### config.mk
export PLATFORM = sky130hd
export DESIGN_NAME = if_fetch_stage
export DESIGN_NICKNAME = d
export VERILOG_FILES = /design/src/rtl/rv32_pkg.sv /design/src/rtl/if_fetch_stage_ifid_reg.sv /design/src/rtl/if_fetch_stage.sv
export SDC_FILE = /design/constraint.sdc
export NUM_CORES = 1
export LEC_CHECK = 0
export CORE_ASPECT_RATIO = 0.5
export CORE_MARGIN = 4
export CORE_UTILIZATION = 45
export CTS_CLUSTER_DIAMETER = 60
export CTS_CLUSTER_SIZE = 28
export DETAILED_ROUTE_END_ITERATION = 6
export PLACE_DENSITY = 0.83
export SLEW_MARGIN = 10
export SYNTH_ARGS = -nofsm -noshare
export SYNTH_HDL_FRONTEND = slang
export SYNTH_SLANG_ARGS = --single-unit
### constraint.sdc
create_clock -name clk -period 3.59 [get_ports clk]
set_input_delay 1.077 -clock clk [delete_from_list [all_inputs] [get_ports clk]]
set_output_delay 1.077 -clock clk [all_outputs]
set_load 0.01 [all_outputs]
### src/rtl/rv32_pkg.sv
// Shared RV32I pipeline definitions: data width, bubble encoding, reset vector,
// IF/ID register layout and the per-edge fetch action.
package rv32_pkg;

  localparam int unsigned XLEN = 32;

  localparam logic [XLEN-1:0] NOP_INST_DEF = 32'h0000_0013;
  localparam logic [XLEN-1:0] RESET_PC_DEF = 32'h0000_0000;

  typedef struct packed {
    logic            valid;
    logic [XLEN-1:0] inst;
    logic [XLEN-1:0] pc;
    logic [XLEN-1:0] pc4;
    logic            fault;
  } ifid_t;

  typedef enum logic [1:0] {
    ACT_NORMAL,
    ACT_STALL,
    ACT_FLUSH,
    ACT_REDIRECT
  } fetch_act_e;

endpackage

### src/rtl/if_fetch_stage_ifid_reg.sv
// IF/ID pipeline register: bubble beats load, otherwise holds.
module ifid_reg
  import rv32_pkg::*;
#(
  parameter logic [XLEN-1:0] NOP_INST = NOP_INST_DEF
) (
  input  logic            clk,
  input  logic            rst_n,
  input  logic            load_i,
  input  logic            bubble_i,
  input  logic [XLEN-1:0] inst_i,
  input  logic [XLEN-1:0] pc_i,
  input  logic [XLEN-1:0] pc4_i,
  input  logic            fault_i,
  output logic            valid_o,
  output logic [XLEN-1:0] inst_o,
  output logic [XLEN-1:0] pc_o,
  output logic [XLEN-1:0] pc4_o,
  output logic            fault_o
);

  ifid_t ifid_q, ifid_d;

  // A bubble keeps the previous pc/pc4 so the fields stay deterministic.
  always_comb begin
    ifid_d = ifid_q;
    if (bubble_i) begin
      ifid_d.valid = 1'b0;
      ifid_d.inst  = NOP_INST;
      ifid_d.fault = 1'b0;
    end else if (load_i) begin
      ifid_d.valid = 1'b1;
      ifid_d.inst  = inst_i;
      ifid_d.pc    = pc_i;
      ifid_d.pc4   = pc4_i;
      ifid_d.fault = fault_i;
    end
  end

  always_ff @(posedge clk or negedge rst_n) begin
    if (!rst_n) begin
      ifid_q.valid <= 1'b0;
      ifid_q.inst  <= NOP_INST;
      ifid_q.pc    <= '0;
      ifid_q.pc4   <= '0;
      ifid_q.fault <= 1'b0;
    end else begin
      ifid_q <= ifid_d;
    end
  end

  assign valid_o = ifid_q.valid;
  assign inst_o  = ifid_q.inst;
  assign pc_o    = ifid_q.pc;
  assign pc4_o   = ifid_q.pc4;
  assign fault_o = ifid_q.fault;

endmodule

### src/rtl/if_fetch_stage.sv
// RV32I instruction-fetch stage: PC, redirect/flush/stall priority,
// misaligned-target tagging and accepted-instruction counter.
module if_fetch_stage
  import rv32_pkg::*;
#(
  parameter logic [XLEN-1:0] RESET_PC = RESET_PC_DEF,
  parameter logic [XLEN-1:0] NOP_INST = NOP_INST_DEF
) (
  input  logic            clk,
  input  logic            rst_n,
  output logic [29:0]     inst_addr,
  input  logic [XLEN-1:0] inst,
  input  logic            stall_i,
  input  logic            flush_i,
  input  logic            redirect_i,
  input  logic [XLEN-1:0] redirect_pc_i,
  output logic            ifid_valid_o,
  output logic [XLEN-1:0] ifid_inst_o,
  output logic [XLEN-1:0] ifid_pc_o,
  output logic [XLEN-1:0] ifid_pc4_o,
  output logic            ifid_fault_o,
  output logic [XLEN-1:0] fetch_count_o
);

  // PC is kept as a word address; the byte-offset bits are always zero.
  logic [29:0]     pc_q, pc_d;
  logic            fault_pending_q, fault_pending_d;
  logic [XLEN-1:0] count_q, count_d;

  fetch_act_e      act;
  logic            ifid_load, ifid_bubble;
  logic [XLEN-1:0] pc_byte, pc_plus4;

  assign pc_byte   = {pc_q, 2'b00};
  assign pc_plus4  = pc_byte + 32'd4;
  assign inst_addr = pc_q;

  always_comb begin
    act = ACT_NORMAL;
    if (redirect_i)   act = ACT_REDIRECT;
    else if (flush_i) act = ACT_FLUSH;
    else if (stall_i) act = ACT_STALL;
  end

  always_comb begin
    pc_d            = pc_q;
    fault_pending_d = fault_pending_q;
    count_d         = count_q;
    ifid_load       = 1'b0;
    ifid_bubble     = 1'b0;
    unique case (act)
      ACT_REDIRECT: begin
        pc_d            = redirect_pc_i[31:2];
        fault_pending_d = |redirect_pc_i[1:0];
        ifid_bubble     = 1'b1;
      end
      ACT_FLUSH: ifid_bubble = 1'b1;
      ACT_STALL: ;
      ACT_NORMAL: begin
        pc_d            = pc_q + 30'd1;
        fault_pending_d = 1'b0;
        count_d         = count_q + 32'd1;
        ifid_load       = 1'b1;
      end
      default: ;
    endcase
  end

  always_ff @(posedge clk or negedge rst_n) begin
    if (!rst_n) begin
      pc_q            <= RESET_PC[31:2];
      fault_pending_q <= 1'b0;
      count_q         <= '0;
    end else begin
      pc_q            <= pc_d;
      fault_pending_q <= fault_pending_d;
      count_q         <= count_d;
    end
  end

  ifid_reg #(
    .NOP_INST (NOP_INST)
  ) u_ifid_reg (
    .clk      (clk),
    .rst_n    (rst_n),
    .load_i   (ifid_load),
    .bubble_i (ifid_bubble),
    .inst_i   (inst),
    .pc_i     (pc_byte),
    .pc4_i    (pc_plus4),
    .fault_i  (fault_pending_q),
    .valid_o  (ifid_valid_o),
    .inst_o   (ifid_inst_o),
    .pc_o     (ifid_pc_o),
    .pc4_o    (ifid_pc4_o),
    .fault_o  (ifid_fault_o)
  );

  assign fetch_count_o = count_q;

endmodule

After elaboration in Yosys (flattened, before gate mapping)
Index checks and enable logic that the tools add are counted.
{ "op_classes": {"n_addsub": 3, "n_mul": 0, "n_div": 0, "magnitude_cmp": 0, "n_eq_ne": 2, "n_shift": 0, "n_mux": 10, "n_bitwise": 1, "n_reduce_logical": 6} }
{ "op_table": {"columns": ["cell", "count"], "rows": [
  ["$mux 98", 1],
  ["$pmux 30 s2", 1],
  ["$mux 33", 1],
  ["$add 32x1->32 const B", 1],
  ["$add 32x3->32 const B", 1],
  ["$add 30x1->30 const B", 1],
  ["$eq 2x2->1 const B", 2],
  ["$mux 1", 4],
  ["$mux 2", 2],
  ["$reduce_bool 2->1", 2],
  ["$reduce_or 2->1", 2],
  ["$logic_not 2->1", 1],
  ["$pmux 1 s2", 1],
  ["$reduce_and 2->1", 1],
  ["$not 1->1", 1]
]} }
{ "word_totals": {"ff_bits": 159, "latch_bits": 0, "ramBits": 0, "mem_bits_ro": 0, "input_bits": 69, "output_inout_bits": 160, "word_cells": 30, "mem_count": 0} }

Depth between registers and ports, before layout
{ "depth": {"word_depth": 8, "ltp_mapped": 10, "ltp_nobuf": 9} }

Modules after synthesis
A second synthesis with hierarchy kept.
{ "hier_totals": {"cells_unflattened": 679, "area_unflattened_um2": 7936.4} }
{ "by_module_without_submodules": {"columns": ["module", "instances", "cells_per_inst", "area_per_inst_um2", "seq_area_each_um2"], "rows": [
  ["ifid_reg", 1, 246, 4078.9, 2456.1],
  ["if_fetch_stage", 1, 433, 3857.4, 1576.5]
]} }

Worst setup path before layout
No wires, ideal clock.
{ "synth_timing": {"path_kind": "input to register", "start": "input port flush_i", "end": "register count_q[29] (netlist: fetch_count_o[29])", "setup_time_ps": 79, "t_arrival_ps": 2640, "required_ps": 3511, "path_slack_ps": 870, "cell_stages": 10, "path_buffers": 1, "cell_sequence": "inv_1 > a21o_1 > inv_1 > ha_1 > and4_1 > and4_1 > clkbuf_1 > nand2_2 > nor4_2 > xor2_1"} }
{ "synth_between": {"elab_chain_len": 3} }
{ "synth_lines": {"columns": ["element", "line_no", "source"], "rows": [
  ["start: declaration", "if_fetch_stage.sv:14", "input logic flush_i,"],
  ["$mux 2", "if_fetch_stage.sv:41", "else if (flush_i) act = ACT_FLUSH;"],
  ["$mux 2", "if_fetch_stage.sv:40", "if (redirect_i) act = ACT_REDIRECT;"],
  ["$logic_not 2->1", "if_fetch_stage.sv:51", "unique case (act)"],
  ["end signal: assignment", "if_fetch_stage.sv:77", "count_q <= count_d;"],
  ["end: declaration", "if_fetch_stage.sv:28", "logic [XLEN-1:0] count_q, count_d;"]
]} }
Every way passes these cells.
A chain may end at the register's enable or synchronous reset.

Worst setup path after layout
{ "layout_timing": {"start": "input port flush_i", "end": "register pc_q[25] (netlist: inst_addr[25])"} }
{ "layout_between": {"elab_chain_len": 4, "word_cells_on_any_way": 6, "cone_classes": "1 x eq/ne; 3 x mux; 2 x reduce/logical"} }
{ "layout_lines": {"columns": ["element", "line_no", "source"], "rows": [
  ["$mux 2 *", "if_fetch_stage.sv:41", null],
  ["$mux 2 *", "if_fetch_stage.sv:40", null],
  ["$eq 2x2->1 or $logic_not 2->1 (tied branches)", "if_fetch_stage.sv:51", null],
  ["$pmux 30 s2 or $reduce_bool 2->1 (tied branches)", null, null],
  ["end signal: assignment", "if_fetch_stage.sv:71", "pc_q <= RESET_PC[31:2];"],
  ["end signal: assignment", "if_fetch_stage.sv:75", "pc_q <= pc_d;"],
  ["end: declaration", "if_fetch_stage.sv:26", "logic [29:0] pc_q, pc_d;"]
]} }
Mark *: on every way between the ends. The rest lies on a longest branch, timed or not.

==> flow_metrics.env <==
export IMPL_r2r_end="inst_addr[8]"
export IMPL_io_pins=229
export IMPL_start_kind="input pin"
export IMPL_io_buffer_count=224
export IMPL_synthTopCellsByArea="dfrtp_1 (55%), a21oi_1 (4.3%), a22o_1 (3.7%)"
export IMPL_finalMaxSlewViolations=0
export IMPL_ant_nets=0
export IMPL_post_route_util_pct=67.8
export IMPL_grt_usage_pct=23.0
export IMPL_finalSetupViolations=0
export IMPL_grt_pass1_wl_um=32500
export IMPL_synth_top_area_share_pct=54.9
export IMPL_cpPeakStageDelay_ns=0.56
export IMPL_whs_ns=0.459
export IMPL_clock_sinks=157
export IMPL_die_y_um=96.3
export IMPL_synth_edff_count=0
export IMPL_clk_latency_ns=0.42
export IMPL_hold_viol=0
export IMPL_synthMuxAreaShare_pct=2.19
export IMPL_drtIter0Drc=345
export IMPL_fmax_ghz=0.320
export IMPL_period_minus_slack_ns=3.12
export IMPL_critical_path_top_delay_family="buffers and inverters"
export IMPL_ir_worst_vdd_mv=0.353
export IMPL_criticalPathCategory="in2reg"
export IMPL_syn_to_final_growth_pct=43.3
export IMPL_drt_vias_per_instance=5.54
export IMPL_reg2reg_slack_ns=1.31
export IMPL_finalCritPeriodShare_pct=87.0
export IMPL_dp_slack_ns=0.220
export IMPL_path_buf_inv=4
export IMPL_hp_class="reg2reg"
export IMPL_nFillCells=1127
export IMPL_seqPwrFrac_pct=43.0
export IMPL_place_congestion=0.814
export IMPL_rows=31
export IMPL_synth_fa_ha_area_share_pct=0.713
export IMPL_synth_compound_area_share_pct=15.9
export IMPL_tns_ns=0
export IMPL_synth_ff_type="dfrtp_1"
export IMPL_yosys_area_top_type="dfrtp_1"
export IMPL_cp_depth=9
export IMPL_switching_share_pct=30.4
export IMPL_dieArea_um2=17800
export IMPL_intPower_mw=3.75
export IMPL_seq_area_um2=3930
export IMPL_end_kind="flop"
export IMPL_p_leak_nw=4.22
export IMPL_worstPathRequired_ns=3.84
export IMPL_synth_area_um2=7020
export IMPL_drive_above_1_share_pct=8.40
export IMPL_powerDensity_nw_per_um2=535
export IMPL_post_cts_setup_buffers=0
export IMPL_core_um2=14900
export IMPL_diodes=0
export IMPL_antenna_found_initial=0
export IMPL_cts_buffers=17
export IMPL_cts_buffer_depth=2
export IMPL_rsz0062_at_grt="no"
export IMPL_synthArstFlopShare_pct=100
export IMPL_cts_root_buf="clkbuf_16"
export IMPL_synthDistinctLibCells=49
export IMPL_drt_wl_total_um=20400
export IMPL_multi_input_area_um2=2780
export IMPL_power_share_combinational_pct=24.9
export IMPL_dpl_instance_area_um2=9500
export IMPL_synthXorXnorAreaFrac_pct=6.86
export IMPL_drcViolationCount=0
export IMPL_initial_core_util_pct=47.3
export IMPL_path_cells="clkdlybuf4s50_1 -> inv_1 -> a21o_1 -> inv_1 -> ha_4 -> buf_4 -> nor2_1 -> a22oi_1 -> o311ai_0"
export IMPL_clockPowerShare_pct=32.2
export IMPL_critPathMaxFanout=55
export IMPL_grt_pass1_vias=6065
export IMPL_path_clk_slew_ns=0.06
export IMPL_crit_top_cell="inv_1"
export IMPL_cts_hold_buf=0
export IMPL_syn_area_per_cell_um2=10.6
export IMPL_wire_per_inst_um=18.7
export IMPL_p_sw_mw=1.64
export IMPL_syn_inst=664
export IMPL_cts_tree="yes"
export IMPL_yosys_area_share_simple_pct=13.5
export IMPL_fin_ws_ns=0.468
export IMPL_tightestPinTransition_ns=0.619
export IMPL_critPathCapture="inst_addr[25]"
export IMPL_slew_limit_headroom_pct=57.6
export IMPL_cts_repair_resized=0
export IMPL_skew_ns=0.0129
export IMPL_reg2reg_depth=6
export IMPL_maxCapViolCount=0
export IMPL_reg2reg_from="inst_addr[0]"
export IMPL_ctsHtreeMaxLevel=4
export IMPL_gr_total_overflow=0
export IMPL_finalInstanceArea_um2=10100
export IMPL_die_width_um=185
export IMPL_num_vias=6048
export IMPL_crit_arrival_ns=3.37
export IMPL_critPathLaunch="flush_i"
export IMPL_yosysWarnings=0
export IMPL_dr_pass1_iters=5
export IMPL_synth_seq_cells=157
export IMPL_fin_nets=953
export IMPL_synth_top_family_by_area="compound AO/OA/AOI/OAI gates"
export IMPL_grt_max_degree=97
export IMPL_status="complete, no violations"
export IMPL_dp_hpwl_um=14400
export IMPL_slowest_stage="clkdlybuf4s50_1"
export IMPL_ys_seq_area_share_pct=56.0
[cells by family (layout without fill, tap and decap cells)]
family | Yosys count | in the layout
muxes | 14 | 14
AOI/OAI and AO/OA | 171 | 171
and+or+nand+nor | 179 | 179
xor gates and xnor gates | 55 | 55
DFF | 157 | 157
buffers and inverters | 83 | 309
other | 1 | 4
adders and majority gates | 4 | 4
[Yosys cell counts, drive strengths merged (20+ instances only)]
master,number
clkbuf,31
a22o,30
dfrtp,154
nor2,44
nand2,43
o22ai,20
o21ai,25
xnor2,26
nand3,32
xor2,29
inv,37
a21oi,61
[worst min path at each step]
stage	startpoint	end	slack, ns	cells after the start
after floorplan	fault_pending_q	fault_pending_q	0.45	2
after global placement	u_ifid_reg.inst_o[0]	u_ifid_reg.inst_o[0]	0.45	2
after detailed placement	u_ifid_reg.inst_o[1]	u_ifid_reg.inst_o[1]	0.45	2
after CTS	u_ifid_reg.inst_o[1]	u_ifid_reg.inst_o[1]	0.46	2
after global routing	u_ifid_reg.inst_o[1]	u_ifid_reg.inst_o[1]	0.48	2
final	u_ifid_reg.inst_o[1]	u_ifid_reg.inst_o[1]	0.46	2
[power groups by stage]
stage	clock network [mW]	registers, mW	logic [mW]
CTS	1.76	2.31	1.35
finish	1.73	2.31	1.34
global route	1.83	2.36	1.44
global placement	0	2.33	1.31
floorplan	0	2.40	0.440
detailed placement	0	2.34	1.34
[metal layers]
metal,vias up,wire (µm),global-route usage [%]
met5,-,0,0
met4,0,404,7.69
met3,31,1120,4.04
met2,218,10500,41.2
met1,3010,8380,28.8
li1,2789,-,-
[final cells by class]
type	instances	area share [%]
clock buffer	17	4.23
clock inverter	15	1.38
inverter	37	1.38
multi-input combinational	427	27.6
sequential	157	39.1
tap	198	2.46
timing repair buffer	240	23.9
[worst min-delay path, stage by stage (launching register included)]
cell,delay [ns]
dfstp_2,0.37
inv_1,0.04
a21oi_1,0.05
[cells in the final DEF (no fill, tap or decap), types with 4 or more instances in the layout]
cell type / netlist / routed
o21ai_0: 25 / 25
a22oi_1: 4 / 4
mux2_2: 11 / 11
a22o_1: 30 / 30
nand2b_1: 5 / 5
and3_1: 8 / 8
nand3_1: 31 / 31
a2bb2oi_1: 12 / 12
nand4_1: 18 / 18
xnor2_1: 26 / 26
conb_1: 1 / 4
xor2_1: 29 / 29
o221ai_1: 4 / 4
a21oi_1: 61 / 61
nand2_1: 42 / 42
nor2_1: 44 / 44
dfrtp_1: 154 / 154
clkdlybuf4s50_1: 0 / 223
clkinvlp_4: 0 / 4
o22ai_1: 20 / 20
buf_4: 4 / 13
inv_1: 36 / 36
clkbuf_16: 0 / 17
nor3_1: 7 / 6
and4_1: 10 / 10
[flip-flops by register name, indices dropped and copies added (netlist names)]
register / flops
fault_pending_q: 1
fetch_count_o: 32
inst_addr: 30
u_ifid_reg.fault_o: 1
u_ifid_reg.inst_o: 32
u_ifid_reg.pc4_o: 30
u_ifid_reg.pc_o: 30
u_ifid_reg.valid_o: 1
[per-stage QoR]
stage,total power [mW],std cells
finish,5.38,1091
global route,5.63,1091
CTS,5.42,1091
detailed placement,3.68,1059
global placement,3.63,1059
floorplan,2.84,667
(Power assumes the default switching activity.)
